<file path="config.mk">
export PLATFORM = sky130hd
export DESIGN_NAME = gate_sweep_ctrl
export DESIGN_NICKNAME = d
export VERILOG_FILES = /design/src/rtl/gate_sweep_ctrl.sv
export SDC_FILE = /design/constraint.sdc
export NUM_CORES = 1
export LEC_CHECK = 0
export ABC_AREA = 1
export CAP_MARGIN = 30
export CORE_ASPECT_RATIO = 1.4
export CORE_MARGIN = 4
export CORE_UTILIZATION = 52
export DETAILED_ROUTE_END_ITERATION = 8
export PLACE_DENSITY = 0.77
export SYNTH_ARGS = -nofsm -noshare
export SYNTH_HDL_FRONTEND = slang
export SYNTH_SLANG_ARGS = --single-unit
export TNS_END_PERCENT = 10
</file>
<file path="constraint.sdc">
create_clock -name clk -period 1.7 [get_ports clk]
set_input_delay 0.255 -clock clk [delete_from_list [all_inputs] [get_ports clk]]
set_output_delay 0.255 -clock clk [all_outputs]
set_load 0.01 [all_outputs]
</file>
<file path="src/rtl/gate_sweep_ctrl.sv">
// Sweeps every input vector of a small combinational gate and checks
// its output against a truth table, reporting pass/fail and the first bad vector.
module gate_sweep_ctrl #(
   parameter int unsigned         N_IN   = 2,
   parameter logic [2**N_IN-1:0]  TRUTH  = 4'b0110,
   parameter int unsigned         SETTLE = 1
) (
   input  logic            clk,
   input  logic            rst,
   input  logic            start,
   input  logic            abort,
   input  logic            gate_y,
   output logic [N_IN-1:0] vec_out,
   output logic            busy,
   output logic            done,
   output logic            pass,
   output logic [N_IN:0]   err_count,
   output logic            fail_valid,
   output logic [N_IN-1:0] first_fail_vec
);

   localparam logic [1:0] S_IDLE   = 2'd0;
   localparam logic [1:0] S_SETTLE = 2'd1;
   localparam logic [1:0] S_CHECK  = 2'd2;
   localparam logic [1:0] S_DONE   = 2'd3;

   localparam logic [N_IN-1:0] VEC_LAST = '1;
   localparam logic [3:0] CNT_LAST =
      (SETTLE == 0) ? 4'd0 : 4'(SETTLE - 1);
   // With no settle time every vector goes straight to CHECK
   localparam logic [1:0] S_NEXT_VEC =
      (SETTLE == 0) ? S_CHECK : S_SETTLE;

   logic [1:0]    state;
   logic [3:0]    cnt;
   logic          mismatch;
   logic [N_IN:0] err_next;

   assign mismatch = (gate_y != TRUTH[vec_out]);

   always_comb begin
      err_next = err_count;
      if (mismatch)
         err_next = err_count + {{N_IN{1'b0}}, 1'b1};
   end

   always_ff @(posedge clk) begin
      if (rst) begin
         state          <= S_IDLE;
         cnt            <= 4'd0;
         vec_out        <= '0;
         busy           <= 1'b0;
         done           <= 1'b0;
         pass           <= 1'b0;
         err_count      <= '0;
         fail_valid     <= 1'b0;
         first_fail_vec <= '0;
      end else begin
         done <= 1'b0;
         unique case (state)
            S_IDLE: begin
               vec_out <= '0;
               busy    <= 1'b0;
               if (start && !abort) begin
                  state          <= S_NEXT_VEC;
                  busy           <= 1'b1;
                  cnt            <= 4'd0;
                  pass           <= 1'b0;
                  err_count      <= '0;
                  fail_valid     <= 1'b0;
                  first_fail_vec <= '0;
               end
            end
            S_SETTLE: begin
               if (abort) begin
                  state   <= S_IDLE;
                  vec_out <= '0;
                  busy    <= 1'b0;
               end else if (cnt == CNT_LAST) begin
                  state <= S_CHECK;
               end else begin
                  cnt <= cnt + 4'd1;
               end
            end
            S_CHECK: begin
               // Scoring happens even when abort arrives this cycle
               if (mismatch) begin
                  err_count <= err_next;
                  if (!fail_valid) begin
                     fail_valid     <= 1'b1;
                     first_fail_vec <= vec_out;
                  end
               end
               if (abort) begin
                  state   <= S_IDLE;
                  vec_out <= '0;
                  busy    <= 1'b0;
               end else if (vec_out == VEC_LAST) begin
                  state <= S_DONE;
                  done  <= 1'b1;
                  pass  <= (err_next == '0);
               end else begin
                  state   <= S_NEXT_VEC;
                  vec_out <= vec_out + 1'b1;
                  cnt     <= 4'd0;
               end
            end
            S_DONE: begin
               state   <= S_IDLE;
               busy    <= 1'b0;
               vec_out <= '0;
            end
            default: begin
               state <= S_IDLE;
               busy  <= 1'b0;
            end
         endcase
      end
   end

endmodule

</file>
==> results by stage, run 1 <==
Cells and area:
- With fillers left out, the area of the finished cells amounts to 1260 µm².
- The antenna diode instance count is 0.
- The number of nets in the layout is 193.
- The synthesis-to-layout area growth is 21.1%.
- The final standard cell count with taps included and fillers excluded is 198.
- The proportion of layout cells with a drive suffix above 1 is 0.124.

Route:
- For this run, design rule violations remaining after detail routing come to 0.
- The via count normalized by instance count is 5.24.
- The detail-routed net length per standard cell is 11.6 µm.
- The antenna violation net count after detailed routing is 0.
- The iteration count of the initial detailed-routing pass is 4.
- The violation count after the first detailed-route iteration is 23.
- The via count of the routed design is 1037.
- The aggregate routed wire length is 2290 µm.

Logic synthesis:
- In the synthesized netlist the async set-or-reset flop fraction comes to 0.
- The number of distinct library cell variants in the gate-level netlist after synthesis is 21.
- The number of instances in the synthesized netlist is 157.
- The cell area after synthesis is 1040 µm².
- The number of nets handed over by synthesis was 171.
- The number of enable flip-flop cells after synthesis is 0.
- By instance count, the leading cell after synthesis is sky130_fd_sc_hd__nand2_1.
- Dividing the synthesized area by the synthesized cell count gives 6.62 µm².
- After synthesis, the most frequently instantiated cells are sky130_fd_sc_hd__nand2_1 (41), sky130_fd_sc_hd__inv_1 (18), sky130_fd_sc_hd__nor2_1 (18), sky130_fd_sc_hd__dfxtp_1 (17), sky130_fd_sc_hd__nand3_1 (17).
- Yosys attributes the largest share of cell area to sky130_fd_sc_hd__dfxtp_1 (33%), sky130_fd_sc_hd__nand2_1 (15%), sky130_fd_sc_hd__ha_1 (11%).
- The register bit total from synthesis is 17.
- sky130_fd_sc_hd__dfxtp_1 takes more of the synthesized area than any other cell.
- For this run, the register share of the synthesized area comes to 0.327.
- The dominant register cell in the synthesized netlist is sky130_fd_sc_hd__dfxtp_1.
- For this run, the number of Yosys warnings is 0.
- The top-area cell type share of the netlist area is 0.327.

GRT:
- The number of global-route vias before repair is 980.
- The aggregate global routing overflow is 0.
- The total track usage is 0.186.
- The maximum number of pins on one net before global-route repair is 11.
- The first-pass GRT wire length is 3810 µm.
- The initial antenna violation count is 0.

Clock tree:
- In this run the number of H-tree levels came out at 1.
- The cell sitting at the root of the clock tree is a sky130_fd_sc_hd__clkbuf_4.
- TritonCTS built the clock tree.
- CTS saw 17 sinks.
- The post-CTS clock slew at the launch and capture registers of the worst setup and hold paths is 0.11 ns.
- Buffers inserted during clock tree synthesis total 3.
- Buffers added to address setup during post-CTS repair amount to 0.
- The number of buffers between clock root and the deepest sink is 2.
- The number of hold buffers added after CTS was 0.
- The clock reaches the later pin of the worst-skew pair after 0.30 ns.

Place:
- Once placement finished, the instance area stood at 1230 µm².
- The congestion estimate from routability-driven global placement came to 0.790.
- Before CTS, the worst setup slack after placement is 0.0651 ns.
- The number of placed instances with taps included is 194.
- The detailed-placement wirelength estimate is 1800 µm.
- The number of buffer cells added on primary ports is 15.

Hold path:
- The worst min-delay path startpoint is pass.
- The path class of the tightest hold or removal check is reg2reg.

Critical path:
- The launch point of the worst path is vec_out[0].
- The beginning of the worst register-to-register path is vec_out[0].
- The reg2reg setup slack is 0.09 ns.
- For the worst setup path, the data arrival time is 1.85 ns.
- The worst-case reg-to-reg path depth is 10.
- The capturing element type of the critical path is a flop.
- The termination of the worst setup path is first_fail_vec[1].
- The worst setup path is launched from a flop.
- The setup path with the least slack is of type reg2reg.
- STA puts the critical path data required time at 1.93 ns.
- The maximum net fanout on the critical path is 7.
- The destination of the worst register-to-register timing path is first_fail_vec[1].

Floorplanning:
- The standard-cell row count is 18.
- The core region is 1820 µm².
- The die covers 2790 µm².
- The boundary pin count is 16.
- Measured along the x axis, the die boundary spans 45.8 µm.
- The initial utilization of the core area, before any placement, comes to 0.570.
- The y dimension of the die is 60.9 µm.

Power:
- The power per unit of standard cell area is 862 nW/µm².
- The switching share of total power is 0.377.
- The fraction of power consumed by the clock network is 0.208.
- The share of total power dissipated in combinational logic is 0.356.
- For this design the static power due to leakage is 0.000567 µW.
- The proportion of power drawn by flip-flops and latches is 0.436.
- The internal portion of the total power is 676 µW.
- In this run the power spent charging and discharging nets is 409 µW.
- Power comes to 1090 µW.
- The maximum vdd drop is 0.604 mV.

Flow run:
- The number of max-cap violations is 0.

Timing:
- Setup repair after global routing could not meet its margin everywhere.
- The number of max-slew violations in the final report is 0.
- The pin slew with the least headroom to its limit is 0.304 ns.
- The worst setup skew after layout is 0.00700 ns.
- The worst max-slew margin expressed relative to the limit is 0.796.
- Setup violations remaining at the end of the flow were counted as 0.
- Once routing completed, OpenROAD measured the worst setup slack at 0.0854 ns.
- The maximum clock frequency is 619 MHz.
- The final worst-path cycle share is 0.950.
- Across all hold checks on the routed design, the worst slack comes to 0.474 ns.
- The post-route minimum period is 1.61 ns.
- The number of hold-slack violations in the final timing report came to 0.

Run status:
- The run finished with clean final reports.
[metrics by stage]
stage	utilization	TNS, ns
finish	0.690	0
global route	0.690	-0.00420
CTS	0.689	0
detailed placement	0.674	0
global placement	0.674	0
floorplan	-	0
[state kept, by name, summed over array words and instances, names as in the netlist]
name,cells
cnt,4
err_count,3
first_fail_vec,2
state,2
vec_out,2
busy,1
done,1
fail_valid,1
pass,1
[placed cells by master, fill, tap and decap left out]
master	count
sky130_fd_sc_hd__a21oi_1	11
sky130_fd_sc_hd__a21oi_2	1
sky130_fd_sc_hd__buf_4	4
sky130_fd_sc_hd__clkbuf_4	3
sky130_fd_sc_hd__clkdlybuf4s50_1	15
sky130_fd_sc_hd__clkinv_2	1
sky130_fd_sc_hd__dfxtp_1	16
sky130_fd_sc_hd__dfxtp_2	1
sky130_fd_sc_hd__ha_1	9
sky130_fd_sc_hd__inv_1	18
sky130_fd_sc_hd__inv_2	4
sky130_fd_sc_hd__nand2_1	41
sky130_fd_sc_hd__nand2_2	4
sky130_fd_sc_hd__nand3_1	17
sky130_fd_sc_hd__nand3b_1	1
sky130_fd_sc_hd__nor2_1	18
sky130_fd_sc_hd__nor2_2	2
sky130_fd_sc_hd__nor2_4	1
sky130_fd_sc_hd__nor3_1	1
sky130_fd_sc_hd__nor4_1	1
sky130_fd_sc_hd__o21ai_0	6
sky130_fd_sc_hd__o21ai_1	1
sky130_fd_sc_hd__or3_2	1
sky130_fd_sc_hd__xnor2_1	1
[logic make-up after synthesis]
| logic type | Yosys count | share of synthesized area |
|---|---|---|
| buffers and inverters | 24 | 0.0938 |
| adder cells (fa/ha/maj) | 9 | 0.108 |
| AND/OR/NAND/NOR | 87 | 0.367 |
| flip-flops | 17 | 0.327 |
| AO/OA/AOI/OAI | 19 | 0.0951 |
| XOR/XNOR | 1 | 0.00843 |
[how the worst min path moves through the flow]
stage | end | slack (ns) | cells after the start
after global placement | pass | 0.46 | 2
after floorplan | err_count[1] | 0.32 | 1
after CTS | pass | 0.48 | 2
final | pass | 0.47 | 2
after global routing | pass | 0.49 | 2
after detailed placement | pass | 0.46 | 2
[layout make-up]
type / count / area [µm²]
Clock buffer: 3 / 22.5
Tap cell: 20 / 25.0
Fill cell: 157 / 566
Inverter: 22 / 82.6
Timing Repair Buffer: 19 / 180
Clock inverter: 1 / 5.00
Multi-Input combinational cell: 116 / 602
Sequential cell: 17 / 342
[power by group through the flow]
stage	Combinational [µW]	Sequential [µW]	Clock, µW
5_1_grt	437	478	242
2_1_floorplan	275	481	0
6_report	386	473	226
3_3_place_gp	374	480	0
4_1_cts	387	473	229
3_5_place_dp	381	482	0
[per-layer routing]
metal | routed length, µm | GRT usage
met5 | 0 | 0
met4 | 38 | 0.0854
met3 | 57 | 0.0267
met2 | 1270 | 0.343
met1 | 921 | 0.202
[critical path, cell delays in order, from the launching register on]
cell,delay (ns)
sky130_fd_sc_hd__dfxtp_1,0.36
sky130_fd_sc_hd__ha_1,0.36
sky130_fd_sc_hd__inv_1,0.10
sky130_fd_sc_hd__nand2_2,0.07
sky130_fd_sc_hd__nand2_1,0.12
sky130_fd_sc_hd__nor2_2,0.06
sky130_fd_sc_hd__nor2_4,0.17
sky130_fd_sc_hd__nand2_2,0.08
sky130_fd_sc_hd__nand2_1,0.06
sky130_fd_sc_hd__nand2_1,0.05
sky130_fd_sc_hd__nor2_1,0.10
[timing repair]
item,in CTS,in global routing
endpoints found under the hold margin,0,0
gates resized for setup,0,1
endpoints found under the setup margin,0,2
Note: power is estimated with default switching activity, not from simulation.
==> inputs of run 2 (changes only) <==
--- a/config.mk
+++ b/config.mk
@@ -11,7 +11,7 @@
 export CORE_MARGIN = 4
 export CORE_UTILIZATION = 52
 export DETAILED_ROUTE_END_ITERATION = 8
-export PLACE_DENSITY = 0.77
+export PLACE_DENSITY_LB_ADDON = 0.15
 export SYNTH_ARGS = -nofsm -noshare
 export SYNTH_HDL_FRONTEND = slang
 export SYNTH_SLANG_ARGS = --single-unit
==> run 2 against run 1 <==
Non-clock buffer count increased by 1. Cell count increased by 0.51%. Utilization increased by 0.48 points. Cell area increased by 0.70%. Global-route usage increased by 0.33 points. Worst hold slack improved by 0.013 ns. Combinational power decreased by 2%. Total power decreased by 1.7%. First-iteration DRC count increased by 4.3%. Routed wire length decreased by 2.2%. Die area unchanged. Clock skew decreased by 0.0011 ns.
==> results by stage, run 2 (synthesized netlist as in run 1, its figures left out) <==
Run status:
- The flow ran to the end, and the final reports show no timing, DRC or antenna violations.

Route:
- The aggregate routed wire length is 2240 µm (-2.2%).
- The violation count after the first detailed-route iteration was 24 (+4.3%).
- The antenna violation net count after detailed routing is 0 (unchanged).
- The via count of the routed design was 1026 (-1.1%).
- The via count normalized by instance count is 5.16 (-1.6%).
- The detail-routed net length per standard cell is 11.2 µm (-2.7%).
- The iteration count of the initial detailed-routing pass is 5 (+1).
- The residual DRC count was 0 (unchanged).

Timing:
- The final worst-path cycle share came to 0.917 (-0.0327).
- The maximum clock frequency is 641 MHz (+3.6%).
- The count of final setup violators is 0 (unchanged).
- The number of max-slew violations in the final report is 0 (unchanged).
- The pin slew with the least headroom to its limit is 0.323 ns (+0.0194 ns).
- The post-route setup TNS came to 0 ns (unchanged).
- The number of hold-slack violations in the final timing report is 0 (unchanged).
- The worst hold slack is 0.487 ns (+0.0133 ns).
- Setup repair after global routing left no endpoint under its margin.
- The post-route minimum period is 1.56 ns (-0.0556 ns).
- The post-route worst setup slack is 0.141 ns (+0.0556 ns).
- The worst setup skew after layout is 0.00590 ns (-0.00110 ns).
- The worst max-slew margin expressed relative to the limit is 0.783 (-0.0130).

Place:
- The setup slack at placement came to 0.0366 ns (-0.0285 ns).
- The final weighted congestion in routability-driven placement is 0.783 (-0.86%).
- The detailed-placement wirelength estimate came to 1810 µm (+0.17%).
- The number of buffer cells added on primary ports is 15 (unchanged).
- The number of placed instances with taps included is 195 (+0.52%).

Floorplanning:
- The boundary pin count was 16 (unchanged).
- The area inside the core boundary is 1820 µm² (unchanged).
- The y dimension of the die came to 60.9 µm (unchanged).
- The die area is 2790 µm² (unchanged).
- The initial cell density of the core is 0.570 (unchanged).
- The standard-cell row count is 18 (unchanged).
- The horizontal die dimension is 45.8 µm (unchanged).

Cells and area:
- The antenna diode instance count is 0 (unchanged).
- The largest registers in the layout are cnt (4), err_count (3).
- The register with the most flip-flops is cnt.
- The number of nets in the layout was 194 (+0.52%).
- The multi-input logic area is 604 µm² (+0.42%).
- The proportion of layout cells with a drive suffix above 1 is 0.128 (+0.00490).
- The core utilization of the finished layout came to 0.695 (+0.00480).
- The storage element area is 340 µm² (-0.37%).
- The commonest non-fill, non-tap cell in the layout is sky130_fd_sc_hd__nand2_1.
- The flip-flop count of the largest register, all copies and words added is 4 (unchanged).
- From synthesis to final layout, the design area changed by 21.9%.
- The filler cell count is 172 (+9.6%).
- The final standard cell count with taps included and fillers excluded was 199 (+0.51%).
- Leaving out fill and tap cells, the most frequent cells in the layout are sky130_fd_sc_hd__nand2_1 (41), sky130_fd_sc_hd__inv_1 (18), sky130_fd_sc_hd__nor2_1 (18).

Critical path:
- Among cell families on the critical path, the largest total delay comes from buffers and inverters.
- The count of buffering cells on the critical path with inverters included is 1 (unchanged).
- Walking the worst path, the cells encountered are clkdlybuf4s50_1.
- The data arrival time at the worst-slack endpoint is 1.30 ns (-0.55 ns).
- The largest stage delay on the critical path is 0.58 ns (+0.22 ns).
- The destination of the worst register-to-register timing path is err_count[0].
- The type of the worst setup path is reg2out.
- The reg2reg setup slack came to 0.17 ns (+0.08 ns).
- The startpoint identified for the worst register-to-register timing path is vec_out[0].
- STA classifies the critical path endpoint as an output port.
- The largest individual stage delay along the critical path comes from the cell sky130_fd_sc_hd__clkdlybuf4s50_1.
- The maximum net fanout on the critical path is 5 (-2).
- The worst setup path is launched from a flop.
- The worst-case reg-to-reg path depth is 8 (-2).
- The required time reported for the critical path endpoint is 1.44 ns (-0.49 ns).

GRT:
- The initial antenna violation count is 0 (unchanged).
- The maximum number of pins on one net before global-route repair came to 13 (+2).
- The aggregate global routing overflow came to 0 (unchanged).
- The total track usage is 0.189 (+0.00329).
- The number of global-route vias before repair came to 1023 (+4.4%).
- The first-pass GRT wire length is 3970 µm (+4.4%).

Clock tree:
- The number of buffers between clock root and the deepest sink is 2 (unchanged).
- The CTS buffer count was 3 (unchanged).
- The clock latency on the worst-skew pair is 0.29 ns (about the same).
- The quantity of hold-fixing buffers added after cts is 0 (unchanged).
- The clock tree from TritonCTS is yes.
- The number of clock sinks seen by CTS was 17 (unchanged).
- The tree is rooted in a sky130_fd_sc_hd__clkbuf_4.
- The post-CTS clock slew at the launch and capture registers of the worst setup and hold paths is 0.11 ns (about the same).
- The H-tree depth came to 1 (unchanged).

Power:
- The part of the power in combinational logic is 0.355 (about the same).
- The leakage power total is 0.000570 µW (+0.62%).
- The switching share of total power was 0.368 (-0.00936).
- The power per unit of standard cell area is 842 nW/µm² (-2.4%).
- The internal cell power is 675 µW (-0.20%).
- The proportion of power drawn by flip-flops and latches is 0.441 (+0.005).
- The fraction of power consumed by the clock network is 0.205 (-0.003).
- The maximum vdd drop is 0.711 mV (+18%).
- The switching power summed over all nets is 392 µW (-4.1%).

Hold path:
- In this run the worst hold path is classified as reg2reg.
- The end point of the worst hold path is pass.
- The worst min-delay path startpoint is pass.
- The cell count of the worst hold path came to 2 (unchanged).

Flow run:
- The number of max-cap violations is 0 (unchanged).
## run 2: stage by stage
step / instance area [µm²] / power [µW]
floorplan: 1040 / 756
global placement: 1240 / 846
detailed placement: 1240 / 859
CTS: 1260 / 1080
global route: 1270 / 1160
finish: 1270 / 1070
## run 2: repair_timing
item / in CTS / in global routing
setup endpoints to repair: 0 / 3
setup buffers: 0 / 0
gates resized for setup: 0 / 1
## run 2: power groups by stage
| stage | clock network [µW] | registers (µW) | logic [µW] |
|---|---|---|---|
| 2_1_floorplan | 0 | 481 | 275 |
| 5_1_grt | 243 | 475 | 439 |
| 6_report | 218 | 470 | 379 |
| 4_1_cts | 228 | 471 | 381 |
| 3_5_place_dp | 0 | 481 | 378 |
| 3_3_place_gp | 0 | 479 | 367 |
## run 2: layout make-up
class	count	area share
Sequential cell	17	0.269
Inverter	22	0.0652
Timing Repair Buffer	20	0.148
Clock inverter	1	0.00395
Multi-Input combinational cell	116	0.477
Clock buffer	3	0.0178
Tap cell	20	0.0197
## run 2: worst max-delay path by stage
| stage | startpoint | endpoint | slack (ns) | cells after the start |
|---|---|---|---|---|
| finish | err_count[0] | err_count[0] | 0.14 | 1 |
| global placement | gate_y | fail_valid | 0.13 | 7 |
| floorplan | vec_out[0] | first_fail_vec[0] | 0.25 | 9 |
| global route | vec_out[0] | first_fail_vec[1] | 0.004 | 9 |
| CTS | err_count[0] | err_count[0] | 0.13 | 1 |
| detailed placement | gate_y | err_count[0] | 0.04 | 7 |
## run 2: per-layer routing
layer,track usage,part of all wire,wire length (µm),vias to the layer above
li1,-,-,-,543
met1,0.209,0.43,955,453
met2,0.355,0.53,1180,24
met3,0.0326,0.029,65,6
met4,0.0610,0.015,33,0
met5,0,0,0,-
==> inputs of run 3 (changes only) <==
--- a/config.mk
+++ b/config.mk
@@ -12,6 +12,9 @@
 export CORE_UTILIZATION = 52
 export DETAILED_ROUTE_END_ITERATION = 8
 export PLACE_DENSITY_LB_ADDON = 0.15
+export RECOVER_POWER = 25
+export REMOVE_ABC_BUFFERS = 1
+export SLEW_MARGIN = 20
 export SYNTH_ARGS = -nofsm -noshare
 export SYNTH_HDL_FRONTEND = slang
 export SYNTH_SLANG_ARGS = --single-unit
==> run 3 against run 2 <==
Non-clock buffer count decreased by 1. Clock power about the same. Combinational power about the same. Routed wire length increased by 2.4%. Register-to-register slack got worse by 0.03 ns. Cell area decreased by 0.69%. Worst setup slack about the same. Clock skew decreased by 0.0047 ns. Sequential share of layout area increased by 0.29 points. Largest power group unchanged. Highest routed layer unchanged.
==> results by stage, run 3 (synthesized netlist as in run 1, its figures left out) <==
Clock tree:
- The tree is rooted in a sky130_fd_sc_hd__clkbuf_4.
- The post-CTS setup-driven buffer insertion count is 0 (unchanged).
- The number of clock sinks seen by CTS is 17 (unchanged).
- The H-tree depth is 1 (unchanged).
- The quantity of hold-fixing buffers added after cts came to 0 (unchanged).
- The clock latency on the worst-skew pair is 0.29 ns (about the same).
- The post-CTS clock slew at the launch and capture registers of the worst setup and hold paths came to 0.10 ns (about the same).
- TritonCTS built the clock tree.
- The number of buffers between clock root and the deepest sink came to 2 (unchanged).
- The CTS buffer count came to 3 (unchanged).

Floorplanning:
- The standard-cell row count is 18 (unchanged).
- The initial cell density of the core is 0.570 (unchanged).
- The horizontal die dimension came to 45.8 µm (unchanged).
- The y dimension of the die was 60.9 µm (unchanged).
- The die area came to 2790 µm² (unchanged).
- The boundary pin count is 16 (unchanged).
- The area inside the core boundary came to 1820 µm² (unchanged).

Cells and area:
- The filler cell count was 168 (-2.3%).
- In the final layout, the registers with the most flip-flops are cnt (4), err_count (3).
- The flip-flop count of the largest register, all copies and words added is 4 (unchanged).
- The number of nets in the layout is 193 (-0.52%).
- The core utilization of the finished layout is 0.690 (-0.00480).
- The multi-input logic area is 602 µm² (-0.41%).
- The proportion of layout cells with a drive suffix above 1 was 0.124 (-0.00490).
- The register with the most flip-flops in the final layout is cnt.
- The library cell used most frequently in the layout, excluding fill and tap cells, is sky130_fd_sc_hd__nand2_1.
- The storage element area is 342 µm² (+0.37%).
- Relative to the synthesized area, the layout overhead comes to 21.1%.
- The antenna diode instance count came to 0 (unchanged).
- The top cell types in the final layout, fill and taps aside, are sky130_fd_sc_hd__nand2_1 (41), sky130_fd_sc_hd__inv_1 (18), sky130_fd_sc_hd__nor2_1 (18).

Critical path:
- The maximum net fanout on the critical path is 7 (+2).
- The critical path is of the reg2reg type.
- The data arrival time at the worst-slack endpoint is 1.79 ns (+0.49 ns).
- The worst setup path is launched from a flop.
- The required time reported for the critical path endpoint is 1.93 ns (+0.49 ns).
- STA classifies the critical path endpoint as a flop.

Flow run:
- The number of max-cap violations is 0 (unchanged).

GRT:
- The initial antenna violation count came to 0 (unchanged).
- The aggregate global routing overflow is 0 (unchanged).
- The maximum number of pins on one net before global-route repair was 13 (unchanged).
- The first-pass GRT wire length is 3980 µm (+0.18%).
- The number of global-route vias before repair came to 1010 (-1.3%).
- The total track usage was 0.191 (+0.00212).

Timing:
- The worst setup skew after layout is 0.00124 ns (-0.00466 ns).
- The post-route minimum period is 1.56 ns (+0.000322 ns).
- The number of max-slew violations in the final report was 0 (unchanged).
- The pin slew with the least headroom to its limit is 0.354 ns (+0.0310 ns).
- The post-route setup TNS is 0 ns (unchanged).
- The worst max-slew margin expressed relative to the limit is 0.762 (-0.0209).
- The count of final setup violators is 0 (unchanged).
- The final worst-path cycle share came to 0.917 (about the same).
- The number of hold-slack violations in the final timing report is 0 (unchanged).
- The worst hold slack came to 0.486 ns (-0.00134 ns).
- The post-route worst setup slack is 0.141 ns (-0.000322 ns).
- Setup repair after global routing left no endpoint under its margin.
- The maximum clock frequency came to 641 MHz (about the same).

Power:
- The power per unit of standard cell area is 851 nW/µm² (+1.0%).
- The maximum vdd drop is 0.581 mV (-18%).
- The leakage power total is 0.000579 µW (+1.5%).
- The part of the power in combinational logic was 0.354 (about the same).
- The proportion of power drawn by flip-flops and latches was 0.440 (about the same).
- The total power after layout was 1070 µW (+0.34%).
- The switching share of total power is 0.373 (+0.00499).
- The fraction of power consumed by the clock network is 0.205 (about the same).
- The internal cell power is 672 µW (-0.45%).
- The switching power summed over all nets is 399 µW (+1.7%).

Route:
- The violation count after the first detailed-route iteration is 29 (+21%).
- The via count of the routed design came to 1042 (+1.6%).
- The antenna violation net count after detailed routing is 0 (unchanged).
- The residual DRC count came to 0 (unchanged).
- The iteration count of the initial detailed-routing pass is 4 (-1).
- The detail-routed net length per standard cell is 11.6 µm (+2.9%).
- The aggregate routed wire length came to 2290 µm (+2.4%).
- The via count normalized by instance count is 5.26 (+2.1%).

Place:
- The final weighted congestion in routability-driven placement was 0.855 (+9.3%).
- The setup slack at placement is 0.0824 ns (+0.0458 ns).
- The detailed-placement wirelength estimate is 1770 µm (-2.1%).
- The number of buffer cells added on primary ports is 15 (unchanged).

Hold path:
- The tightest min-delay check is of the reg2reg type.

Run status:
- The flow ran to the end, and the final reports show no timing, DRC or antenna violations.
[run 3: layer usage]
layer,wire length [µm],share of wire,GRT usage
met5,0,0,0
met4,36,0.016,0.0854
met1,993,0.43,0.215
met3,86,0.038,0.0445
met2,1170,0.51,0.335
[run 3: area by class of cell]
cell class                      count  share of cell area
Timing Repair Buffer               19               0.143
Clock buffer                        3              0.0179
Tap cell                           20              0.0199
Inverter                           22              0.0656
Clock inverter                      1             0.00398
Multi-Input combinational cell    116               0.478
Sequential cell                    17               0.271
[run 3: metrics by stage]
step	cells	instance area (µm²)
3_5_place_dp	194	1230
4_1_cts	198	1260
6_report	198	1260
3_3_place_gp	194	1230
2_1_floorplan	155	1020
5_1_grt	198	1260
[run 3: repair_timing]
item / CTS / global route
hold endpoints to repair: 0 / 0
resized for setup: 0 / 1
setup endpoints to repair: 0 / 6
[run 3: path summary, 6_finish.rpt]
check | from | end | slack (ns) | cells past startpoint
max | vec_out[0] | err_count[0] | 0.14 | 8
min | pass | pass | 0.49 | 2
max reg2reg | vec_out[0] | err_count[0] | 0.14 | 8
min reg2reg | pass | pass | 0.49 | 2
[run 3: critical path, cell delays in order, from the launching register on]
cell	delay (ns)
sky130_fd_sc_hd__dfxtp_1	0.36
sky130_fd_sc_hd__ha_1	0.36
sky130_fd_sc_hd__inv_1	0.10
sky130_fd_sc_hd__nand2_2	0.07
sky130_fd_sc_hd__nand2_1	0.12
sky130_fd_sc_hd__nor2_2	0.06
sky130_fd_sc_hd__nor2_4	0.17
sky130_fd_sc_hd__nand3_1	0.10
sky130_fd_sc_hd__a21oi_1	0.14
[run 3: power by group through the flow]
| stage | Sequential (µW) | Clock, µW | Combinational, µW |
|---|---|---|---|
| floorplan | 481 | 0 | 270 |
| global placement | 479 | 0 | 370 |
| detailed placement | 481 | 0 | 380 |
| CTS | 472 | 221 | 385 |
| global route | 479 | 245 | 434 |
| finish | 472 | 220 | 379 |
